==> src/rtl/tx_fire_sequencer.sv <==
// Fire sequencer for a bank of transducer channels: loads per-channel phase/charge
// words, broadcasts the shared command and fire-window counter, and handles errors.
module tx_fire_sequencer #(
    parameter int NCH     = 8,
    parameter int TIMEOUT = 70000,
    localparam int AW     = (NCH > 1) ? $clog2(NCH) : 1
) (
    input  logic                clk,
    input  logic                reset_n,
    input  logic                tbl_wr,
    input  logic [AW-1:0]       tbl_addr,
    input  logic [31:0]         tbl_data,
    input  logic                fire_req,
    input  logic                abort,
    input  logic [7:0]          num_pulses,
    input  logic [15:0]         interval,
    input  logic [NCH-1:0]      tx_active,
    input  logic [NCH-1:0]      tx_error,
    output logic [1:0]          cmd,
    output logic [31:0]         cntr,
    output logic [32*NCH-1:0]   phase_charge,
    output logic                busy,
    output logic                done,
    output logic                err,
    output logic                timeout_err,
    output logic [7:0]          pulse_cnt
);

    typedef enum logic [2:0] {
        S_IDLE, S_LOAD, S_FIRE, S_GAP, S_CLEAR, S_DONE
    } state_t;

    localparam logic [1:0] CMD_WAIT  = 2'b00;
    localparam logic [1:0] CMD_FIRE  = 2'b10;
    localparam logic [1:0] CMD_RESET = 2'b11;

    state_t              r_state;
    state_t              w_next;
    logic [31:0]         r_cntr;
    logic [15:0]         r_gap;
    logic [7:0]          r_num;
    logic [15:0]         r_interval;
    logic [7:0]          r_pulse_cnt;
    logic                r_err;
    logic                r_timeout_err;
    logic                r_zero_done;
    logic [32*NCH-1:0]   r_phase_charge;
    logic [31:0]         r_tbl [NCH];

    logic w_start;
    logic w_zero_req;
    logic w_any_err;
    logic w_fire_end;
    logic w_timeout;
    logic w_gap_end;
    logic w_last;

    assign w_start    = (r_state == S_IDLE) && fire_req && (num_pulses != 8'd0);
    assign w_zero_req = (r_state == S_IDLE) && fire_req && (num_pulses == 8'd0);
    assign w_any_err  = |tx_error;
    assign w_fire_end = (r_cntr >= 32'd2) && (tx_active == '0);
    assign w_timeout  = (r_cntr == 32'(TIMEOUT - 1));
    // interval=0 still yields one GAP cycle, so the end test is gap+1 >= interval.
    assign w_gap_end  = ({1'b0, r_gap} + 17'd1) >= {1'b0, r_interval};
    assign w_last     = (r_pulse_cnt == r_num);

    // NOTE: sequential state uses non-blocking assignments so every register
    // samples pre-edge values regardless of block ordering.
    always_ff @(posedge clk or negedge reset_n) begin
        if (!reset_n) r_state <= S_IDLE;
        else          r_state <= w_next;
    end

    // NOTE: combinational blocks assign a default first so no path infers a latch.
    always_comb begin
        w_next = r_state;
        case (r_state)
            S_IDLE:  if (w_start) w_next = S_LOAD;
            S_LOAD:  w_next = abort ? S_CLEAR : S_FIRE;
            S_FIRE: begin
                if (abort || w_any_err) w_next = S_CLEAR;
                else if (w_fire_end)    w_next = S_GAP;
                else if (w_timeout)     w_next = S_CLEAR;
            end
            S_GAP: begin
                if (abort || w_any_err) w_next = S_CLEAR;
                else if (w_gap_end)     w_next = w_last ? S_DONE : S_LOAD;
            end
            S_CLEAR: w_next = S_DONE;
            S_DONE:  w_next = S_IDLE;
            default: w_next = S_IDLE;
        endcase
    end

    always_comb begin
        cmd = CMD_WAIT;
        case (r_state)
            S_FIRE:  cmd = CMD_FIRE;
            S_CLEAR: cmd = CMD_RESET;
            default: cmd = CMD_WAIT;
        endcase
    end

    assign busy         = (r_state != S_IDLE);
    assign done         = (r_state == S_DONE) || r_zero_done;
    assign cntr         = r_cntr;
    assign phase_charge = r_phase_charge;
    assign err          = r_err;
    assign timeout_err  = r_timeout_err;
    assign pulse_cnt    = r_pulse_cnt;

    always_ff @(posedge clk or negedge reset_n) begin
        if (!reset_n) begin
            r_cntr         <= '0;
            r_gap          <= '0;
            r_num          <= '0;
            r_interval     <= '0;
            r_pulse_cnt    <= '0;
            r_err          <= 1'b0;
            r_timeout_err  <= 1'b0;
            r_zero_done    <= 1'b0;
            r_phase_charge <= '0;
        end else begin
            r_zero_done <= w_zero_req;
            r_cntr      <= (r_state == S_FIRE && w_next == S_FIRE) ? r_cntr + 32'd1 : '0;
            r_gap       <= (r_state == S_GAP && w_next == S_GAP) ? r_gap + 16'd1 : '0;

            if (w_start) begin
                r_num         <= num_pulses;
                r_interval    <= interval;
                r_pulse_cnt   <= '0;
                r_err         <= 1'b0;
                r_timeout_err <= 1'b0;
            end else begin
                if (r_state == S_FIRE && w_next == S_GAP)
                    r_pulse_cnt <= r_pulse_cnt + 8'd1;
                if ((r_state == S_FIRE || r_state == S_GAP) && w_any_err)
                    r_err <= 1'b1;
                // Channel errors outrank a timeout landing on the same cycle.
                if (r_state == S_FIRE && !abort && !w_any_err && !w_fire_end && w_timeout) begin
                    r_err         <= 1'b1;
                    r_timeout_err <= 1'b1;
                end
            end

            if (r_state == S_LOAD) begin
                for (int i = 0; i < NCH; i++)
                    r_phase_charge[32*i +: 32] <= r_tbl[i];
            end
        end
    end

    // NOTE: the table is plain storage with no reset; it survives reset_n so a
    // controller only reprograms it when the phases change.
    always_ff @(posedge clk) begin
        if (tbl_wr && r_state == S_IDLE && 32'(tbl_addr) < NCH)
            r_tbl[tbl_addr] <= tbl_data;
    end

endmodule

==> config.mk <==
export PLATFORM = sky130hd
export DESIGN_NAME = tx_fire_sequencer
export DESIGN_NICKNAME = d
export VERILOG_FILES = /design/src/rtl/tx_fire_sequencer.sv
export SDC_FILE = /design/constraint.sdc
export NUM_CORES = 1
export LEC_CHECK = 0
export CORE_ASPECT_RATIO = 0.8
export CORE_MARGIN = 8
export CORE_UTILIZATION = 65
export DETAILED_ROUTE_END_ITERATION = 12
export DONT_BUFFER_PORTS = 1
export PLACE_DENSITY = 0.78
export SLEW_MARGIN = 0
export SYNTH_ARGS = -nofsm -noshare
export SYNTH_HDL_FRONTEND = slang
export SYNTH_SLANG_ARGS = --single-unit
==> constraint.sdc <==
create_clock -name clk -period 10.15 [get_ports clk]
set_clock_uncertainty 0.15 [all_clocks]
set_input_delay 1.015 -clock clk [delete_from_list [all_inputs] [get_ports clk]]
set_output_delay 1.015 -clock clk [all_outputs]
set_load 0.01 [all_outputs]
======== Word level (Yosys, flattened, before mapping) ========
Memory sizes are Yosys's and may differ from the RTL's. A register that Yosys moved wholly into a read port is not among the register bits.
Cells that the tools add are included.
word-level totals
  flip-flop bits (word level) ............. 86
  bits in writable memories ............... 256
  bits of input ports ..................... 80
  output and inout port bits .............. 302
  logic and storage cells ................. 82
  memories ................................ 1
memories
  memory  words  bits a word  rd ports  clocked after Yosys merged registers in  write ports  line  source
  r_tbl   8      32           8         8                                        1            48    logic [31:0] r_tbl [NCH];
operators by class
  $add $sub $neg .......................... 4
  order comparisons ....................... 2
  equality and inequality tests ........... 9
  multiplexer cells ....................... 21
  reductions and logical operators ........ 36
operator list
  operator               number
  $add 32x1->32 const B  1
  $eq 32x17->1 const B   1
  $ge 32x2->1 const B    1
  $mux 32                1
  $mux 3                 8
  $add 16x1->17 const B  1
  $ge 17x16->1           1
  $add 16x1->16 const B  1
  $logic_not 8->1        2
  $mux 16                1
  $mux 8                 2
  $pmux 3 s5             1
  $logic_and 1x1->1      13
  $eq 3x2->1 const B     4
  $logic_not 1->1        11
  $add 8x1->8 const B    1
  $eq 8x8->1             1
  $reduce_bool 8->1      1
  $reduce_or 8->1        1
  $mux 1                 7
  $eq 3x3->1 const B     2
  $reduce_bool 3->1      2
  $pmux 2 s2             1
  $reduce_bool 2->1      2
  3 further kinds        5

======== Logic depth before layout (Yosys ltp) ========
Gate-level depths: netlist of run 1.
  depth after elaboration ................. 9
  gate-level depth with buffers ........... 13
  gate-level depth less buffers ........... 12

======== Worst setup path before layout of run 1 ========
Ideal clock, no wire load.
  path kind ............................... input to register
  start ................................... input port tbl_addr[0]
  end ..................................... memory r_tbl[0][0] (enable)
  library setup time ...................... 461 ps
  arrival ................................. 3448 ps
  required time ........................... 9539 ps
  path slack .............................. 6091 ps
  stages on the path ...................... 2
  path buffers ............................ 0
  path through ............................ nand3b_1 > nor3_1
RTL lines
  item         line  source
  from (decl)  11    input logic [AW-1:0] tbl_addr,
  to (decl)    48
No word-level cell before the write port.

======== Worst setup path after layout of run 1 ========
  start ................................... register r_gap[2]
  end ..................................... register r_gap[5]
on the way
  cells in the longest elaborated chain, start to end .. 8
  elaborated cells between the ends (all ways) .. 9
  those cells by class .................... add/sub: 2; order compare: 1; eq/ne: 1; mux: 4; reduce/logical: 1
RTL lines
  item                    line  source
  from (decl)             40    logic [15:0] r_gap;
  from (signal assigned)  126   r_gap <= (r_state == S_GAP && w_next == S_GAP) ? r_gap + 16'd1 : '0;
  $add 16x1->17           64    assign w_gap_end = ({1'b0, r_gap} + 17'd1) >= {1'b0, r_interval};
  $ge 17x16->1            64
  $mux 3                  87    else if (w_gap_end) w_next = w_last ? S_DONE : S_LOAD;
  $mux 3                  86    if (abort || w_any_err) w_next = S_CLEAR;
  $pmux 3 s5              77    case (r_state)
  $eq 3x2->1              126
  $logic_and 1x1->1       126
  $mux 16 (*)             126
Mark *: on every way between the ends. The rest lies on a longest branch, timed or not.
A chain may end at the register's enable or synchronous reset.

==> flow_metrics.py, run 1 <==
metrics = {
    "worst_setup_path": {
        "critPathLaunchType": "flip-flop",
        "cp_slowest_cell": "nand3_1",
        "cp_max_fo": 16,
        "critPathCaptureType": "flip-flop",
        "worstPathArrival_ns": 3.65,
        "worstPathRequired_ns": 10.50,
        "path_class": "reg2reg",
        "path_cells": "and4_1 > nand2_1 > or3_1 > nor3_1 > xor2_1 > ha_1 > a21o_1 > a21oi_1 > o31a_1 > o21a_1 > nand3_1 > nor2b_1",
        "cpPeakStageDelay_ns": 0.46,
    },
    "detailed_routing": {
        "drt_pre_antenna_iters": 5,
        "drt_iter0_markers": 876,
        "drcViolationCount": 0,
        "wire_per_inst_um": 27.3,
        "num_vias": 10917,
        "vias_per_cell": 6.03,
        "routed_wl_mm": 49.3,
        "antenna_violating_nets_post_route": 0,
    },
    "sta": {
        "maxSlewViolCount": 0,
        "fin_tns_setup_ns": 0,
        "slew-limit-headroom_pct": 18.0,
        "setup_viol": 0,
        "period_share_pct": 32.6,
        "hold_violations": 0,
        "timing.fmax_ghz": 0.303,
        "rsz0062_at_grt": "no",
        "worst_pin_slew_ns": 1.23,
        "fin_crit_ns": 3.31,
    },
    "place": {
        "dp_hpwl_mm": 31.9,
        "io_buffers": 0,
        "gp_congestion": 0.883,
        "dpl-instance-area_um2": 22300,
    },
    "run_status": {
        "status": "complete, no violations",
    },
    "grt": {
        "antenna_found_initial": 0,
        "grt-ovfl-total": 0,
        "track_usage_pct": 24.7,
        "grt_pass1_vias": 11476,
        "grt_max_degree": 343,
        "grt_pass1_wl_mm": 73.9,
    },
    "clock_network": {
        "tritoncts": "yes",
        "clkSlewWorstSetupHoldPaths_ns": 0.06,
        "clk-insertion-delay-late_ns": 0.59,
        "cts-root-buf": "clkbuf_16",
        "clk_path_buf_depth": 3,
        "cts.sinks": 598,
        "numCtsBuffers": 53,
        "cts_resized": 0,
        "h-tree-depth": 2,
    },
    "synthesis": {
        "ys_types": 51,
        "postSynthAreaPerCell_um2": 16.7,
        "synthCells": 1304,
        "synth-edff-count": 256,
        "synth_fp_nets": 1404,
        "ys_seq_elements": 598,
        "synth_area_um2": 21800,
        "yosysSeqAreaShare_pct": 74.6,
        "ys.flop_type": "dfrtp_1",
        "synth_warnings": 0,
        "async_flop_share_pct": 57.2,
    },
    "min_path": {
        "hold_path.class": "in2async",
    },
    "floorplanning": {
        "die_x_um": 221,
        "rows": 60,
        "start_util_pct": 65.3,
        "coreArea_um2": 33300,
        "die_h_um": 180,
        "io_pins": 382,
        "die_area_um2": 39600,
    },
    "layout": {
        "stdcell_area_um2": 24100,
        "drive_gt1_share_pct": 26.8,
        "antennaDiodeCount": 0,
        "syn2layout_area_growth_pct": 10.8,
        "nets": 1431,
    },
    "pwr": {
        "ir_drop_uv": 260,
        "power_leakage_nw": 9.29,
        "p_per_area_nw_per_um2": 303,
    },
    "flow_run": {
        "drv_cap": 0,
    },
}
[repair_timing]
action | CTS | global route
buffers inserted | 0 | 0
hold buffers | 1 | 0
hold endpoints to repair | 342 | 0
[layout make-up]
cell class	instances	area, µm²
well taps	434	543
clock buffers	79	1510
fillers	2013	9200
flip-flops and latches	598	16200
multi-input cells	636	5310
repair buffers	15	165
clock inverters	20	258
inverters	27	101
[per-stage QoR]
step	util [%]	setup slack [ns]	total power, mW	instances	hold WS [ns]
final	72.4	6.84	7.31	1809	0.304
after global routing	72.4	6.53	7.61	1809	0.330
after CTS	72.3	6.83	7.37	1808	0.323
after detailed placement	66.9	6.80	5.28	1708	0.311
after global placement	66.9	6.90	5.21	1708	0.305
after floorplan	-	6.09	4.77	1304	0.300
[worst max-delay path: cells and delay by family, from the launching register on]
family / cells / cell delay, ns
xor+xnor: 1 / 0.14
flops: 1 / 0.42
fa+ha+maj: 1 / 0.20
compound gates: 4 / 0.56
simple gates: 6 / 1.75
[registers in the layout (all words and copies together), names as in the netlist]
register,count
r_tbl,256
r_num,8
err,1
cntr,32
pulse_cnt,8
r_zero_done,1
r_gap,16
r_state,3
r_interval,16
phase_charge,256
timeout_err,1
[synthesized netlist by cell type, drive strengths merged (2+ instances only)]
cell type  count  area (µm²)
xnor2         33         289
a211oi         2        15.0
a21oi          7        35.0
and4           2        17.5
mux2i          2        20.0
or3            4        25.0
inv           27         101
nor4          13         111
dfrtp        342        8560
nand2         62         235
or4            8        63.8
mux2         256        2880
ha            20         250
xor2          22         193
nand4         16         100
o21ai         20         100
edfxtp       256        7690
clkbuf        12        45.0
nor2b         17         106
a32o           2        20.0
nand3         26         130
a21o           4        30.0
nor3          16        80.1
o311ai         2        17.5
and3           8        55.1
and2b          2        16.3
o211ai         4        30.0
and2           2        12.5
nor2          69         259
nand2b         4        25.0
buf           31         159
[layer usage]
metal / vias to the layer above / GRT usage (%) / part of all wire (%)
li1: 4749 / - / -
met1: 5622 / 30.2 / 37
met2: 448 / 39.1 / 48
met3: 98 / 11.2 / 12
met4: 0 / 8.02 / 3.1
met5: - / 0 / 0
[cell families after synthesis]
family | count (synthesis) | synth area share (%)
and+or+nand+nor | 254 | 5.86
adders and majority gates | 20 | 1.15
AOI/OAI and AO/OA | 49 | 1.44
DFF | 598 | 74.6
muxes | 258 | 13.3
buffers and inverters | 70 | 1.40
xor gates and xnor gates | 55 | 2.21
[report_power, final]
group | internal, mW | switching, mW | total (mW)
clock network | 1.17 | 0.869 | 2.04
registers | 3.16 | 0.862 | 4.02
logic | 0.711 | 0.543 | 1.25
total | 5.03 | 2.27 | 7.31
[cell usage in the layout (no fill, tap or decap), types with 4 or more instances in the layout]
cell type / Yosys / routed
nor4_1: 11 / 11
and3_1: 7 / 7
a21o_1: 4 / 4
clkinv_2: 0 / 9
nor2_1: 69 / 63
o21ai_0: 20 / 20
nand4_1: 16 / 16
mux2_2: 256 / 256
nand3_1: 26 / 26
buf_4: 0 / 12
a21oi_1: 7 / 6
nand2_1: 61 / 61
or3_1: 4 / 4
nand2b_1: 4 / 4
o211ai_1: 4 / 4
clkbuf_8: 0 / 9
clkbuf_1: 12 / 17
xnor2_1: 33 / 33
inv_1: 27 / 27
clkbuf_16: 0 / 53
or4_1: 7 / 7
edfxtp_1: 256 / 256
nor3_1: 16 / 14
ha_1: 20 / 20
bufinv_16: 0 / 5
nor2_4: 0 / 6
nor2b_1: 17 / 16
xor2_1: 22 / 22
dfrtp_1: 342 / 342
[path summary, 6_finish.rpt]
check                                      start                       endpoint  slack (ns)  cells past startpoint
max reg2reg                   r_gap[2]$_DFF_PN0_             r_gap[5]$_DFF_PN0_        6.84                     12
min reg2reg                r_tbl[2][4]$_DFFE_PP_   phase_charge[68]$_DFFE_PN0N_        0.32                      1
min                                      reset_n     r_interval[14]$_DFFE_PN0P_        0.30                      1
min in group clk           r_tbl[2][4]$_DFFE_PP_   phase_charge[68]$_DFFE_PN0N_        0.32                      1
max                           r_gap[2]$_DFF_PN0_             r_gap[5]$_DFF_PN0_        6.84                     12
max in group asynchronous                reset_n  phase_charge[159]$_DFFE_PN0N_        8.17                      2
No activity file was read; power rests on OpenSTA's default activity.
==> inputs of run 2 (changes only) <==
--- a/config.mk
+++ b/config.mk
@@ -7,10 +7,10 @@
 export LEC_CHECK = 0
 export CORE_ASPECT_RATIO = 0.8
 export CORE_MARGIN = 8
-export CORE_UTILIZATION = 65
+export CORE_UTILIZATION = 63
 export DETAILED_ROUTE_END_ITERATION = 12
 export DONT_BUFFER_PORTS = 1
-export PLACE_DENSITY = 0.78
+export PLACE_DENSITY = 0.76
 export SLEW_MARGIN = 0
 export SYNTH_ARGS = -nofsm -noshare
 export SYNTH_HDL_FRONTEND = slang
==> constraint.sdc (replaced) <==
create_clock -name clk -period 3.5 [get_ports clk]
set_clock_uncertainty 0.15 [all_clocks]
set_input_delay 0.35 -clock clk [delete_from_list [all_inputs] [get_ports clk]]
set_output_delay 0.35 -clock clk [all_outputs]
set_load 0.01 [all_outputs]
==> flow_metrics.py, run 2 (synthesized netlist as in run 1, its figures left out) <==
metrics = {
    "run_status": {
        "status": "finished, violations left",
        "violations": "hold timing",
    },
    "place": {
        "io_buffers": 0,
        "gp_congestion": 0.826,
        "dpl-instance-area_um2": 22500,
        "dp_hpwl_mm": 31.7,
    },
    "pwr": {
        "comb_power_share_pct": 18.1,
        "power_leakage_nw": 9.52,
        "power.share.clock_pct": 26.2,
        "swShare_pct": 31.3,
        "intPower_mw": 14.3,
        "netSwitchingPower_mw": 6.51,
        "p_per_area_nw_per_um2": 837,
        "ir_drop_uv": 585,
        "power_frac_seq_pct": 55.8,
    },
    "detailed_routing": {
        "num_vias": 11288,
        "vias_per_cell": 5.87,
        "antenna_violating_nets_post_route": 0,
        "drcViolationCount": 0,
        "drt_iter0_markers": 891,
        "routed_wl_mm": 50.3,
        "drt_pre_antenna_iters": 5,
        "wire_per_inst_um": 26.1,
    },
    "worst_setup_path": {
        "worstPathRequired_ns": 3.81,
        "r2r_cells": 12,
        "cp_max_fo": 8,
        "crit_top_cell": "nand3_1",
        "cpPeakStageDelay_ns": 0.41,
        "cp_num_buf_inv": 1,
        "r2r_setup_slack_ns": 0.45,
        "path_cells": "and4_1 > nand2_1 > or3_1 > nor3_1 > xor2_1 > ha_1 > nand3_1 > nor4_1 > o211ai_1 > nand3_1 > buf_4 > nor2b_1",
        "cp_slowest_cell": "dfrtp_1",
        "critPathLaunchType": "flip-flop",
        "path_delay_family": "simple AND/OR/NAND/NOR gates",
        "worstPathArrival_ns": 3.36,
        "r2r_end": "r_gap[12]$_DFF_PN0_",
        "path_class": "reg2reg",
        "critPathCaptureType": "flip-flop",
        "r2r_start": "r_gap[2]$_DFF_PN0_",
    },
    "flow_run": {
        "drv_cap": 0,
    },
    "floorplanning": {
        "die_h_um": 182,
        "rows": 61,
        "start_util_pct": 63.3,
        "coreArea_um2": 34400,
        "die_x_um": 224,
        "io_pins": 382,
        "die_area_um2": 40800,
    },
    "grt": {
        "grt_max_degree": 343,
        "antenna_found_initial": 0,
        "grt-ovfl-total": 0,
        "track_usage_pct": 24.3,
        "grt_pass1_vias": 11642,
        "grt_pass1_wl_mm": 75.1,
    },
    "layout": {
        "final_common_cell": "dfrtp_1",
        "stdcell_area_um2": 24800,
        "syn2layout_area_growth_pct": 13.9,
        "layout_common_cells": "dfrtp_1, mux2_2, edfxtp_1",
        "antennaDiodeCount": 0,
        "final_util_pct": 72.0,
        "drive_gt1_share_pct": 25.1,
        "nets": 1507,
    },
    "clock_network": {
        "ctsHoldBuffers": 68,
        "tritoncts": "yes",
        "clk-insertion-delay-late_ns": 0.58,
        "cts.sinks": 598,
        "clk_path_buf_depth": 3,
        "cts-root-buf": "clkbuf_16",
        "numCtsBuffers": 53,
        "h-tree-depth": 2,
        "clkSlewWorstSetupHoldPaths_ns": 0.06,
    },
    "sta": {
        "hold_violations": 342,
        "timing.fmax_ghz": 0.328,
        "rsz0062_at_grt": "no",
        "slew-limit-headroom_pct": 27.5,
        "fin_crit_ns": 3.05,
        "maxSlewViolCount": 0,
        "worst_pin_slew_ns": 1.09,
        "hold-worst-slack_ns": -0.681,
        "period_share_pct": 87.2,
        "setup_viol": 0,
        "fin_tns_setup_ns": 0,
    },
    "min_path": {
        "hold_path.class": "in2async",
    },
}
-- run 2: cell count changes in the layout (fill, tap and decap cells not counted), sizes merged --
cell	delta
bufinv	-5
clkbuf	+7
clkinvlp	-1
inv	-2
dlygate4sd3	+68
clkinv	+1
buf	+8
-- run 2: power by group through the flow --
stage | combinational, mW | sequential [mW] | clock (mW)
after global placement | 3.41 | 11.7 | 0
after CTS | 3.76 | 11.6 | 5.53
after detailed placement | 3.59 | 11.7 | 0
after floorplan | 3.03 | 10.8 | 0
final | 3.75 | 11.6 | 5.44
after global routing | 4.06 | 11.8 | 5.79
-- run 2: worst max-delay path by stage --
stage	start	to	slack, ns	depth (start not counted)
final	r_gap[2]$_DFF_PN0_	r_gap[12]$_DFF_PN0_	0.45	12
after global routing	r_gap[2]$_DFF_PN0_	r_state[1]$_DFF_PN0_	0.17	12
after CTS	r_gap[2]$_DFF_PN0_	r_gap[12]$_DFF_PN0_	0.44	12
after detailed placement	r_gap[0]$_DFF_PN0_	r_gap[12]$_DFF_PN0_	0.46	12
after global placement	r_gap[2]$_DFF_PN0_	r_state[1]$_DFF_PN0_	0.63	12
after floorplan	r_state[0]$_DFF_PN0_	r_tbl[7][0]$_DFFE_PP_	0.32	4
-- run 2: worst reg2reg max path, delay by kind of cell, from the launching register on --
family	cells	cell delay, ns
AND/OR/NAND/NOR	8	1.58
flip-flops	1	0.41
adder cells (fa/ha/maj)	1	0.31
buffers and inverters	1	0.19
AO/OA/AOI/OAI	1	0.16
XOR/XNOR	1	0.13
-- run 2: area by class of cell --
class / count / area [µm²]
Sequential cell: 598 / 16200
Fill cell: 2064 / 9630
Multi-Input combinational cell: 636 / 5330
Clock buffer: 86 / 1510
Timing Repair Buffer: 91 / 916
Tap cell: 472 / 591
Clock inverter: 13 / 101
Inverter: 27 / 101
-- run 2: per-layer routing --
| layer | global-route usage (%) | vias to the layer above | part of all wire [%] |
|---|---|---|---|
| li1 | - | 4906 | - |
| met1 | 29.5 | 5905 | 38 |
| met2 | 40.2 | 403 | 49 |
| met3 | 10.2 | 74 | 10 |
| met4 | 6.08 | 0 | 2.2 |
| met5 | 0 | - | 0 |
-- run 2: metrics by stage --
stage | std cells | total power, mW | setup WS, ns
CTS | 1923 | 20.9 | 0.437
detailed placement | 1756 | 15.3 | 0.463
global route | 1923 | 21.6 | 0.166
global placement | 1756 | 15.1 | 0.628
finish | 1923 | 20.8 | 0.447
floorplan | 1304 | 13.8 | 0.322
-- run 2: repair_timing --
| item | 4_1_cts | 5_1_grt |
|---|---|---|
| endpoints found under the setup margin | 0 | 0 |
| buffers inserted | 0 | 0 |
| gates resized for setup | 0 | 0 |
| endpoints found under the hold margin | 639 | 342 |
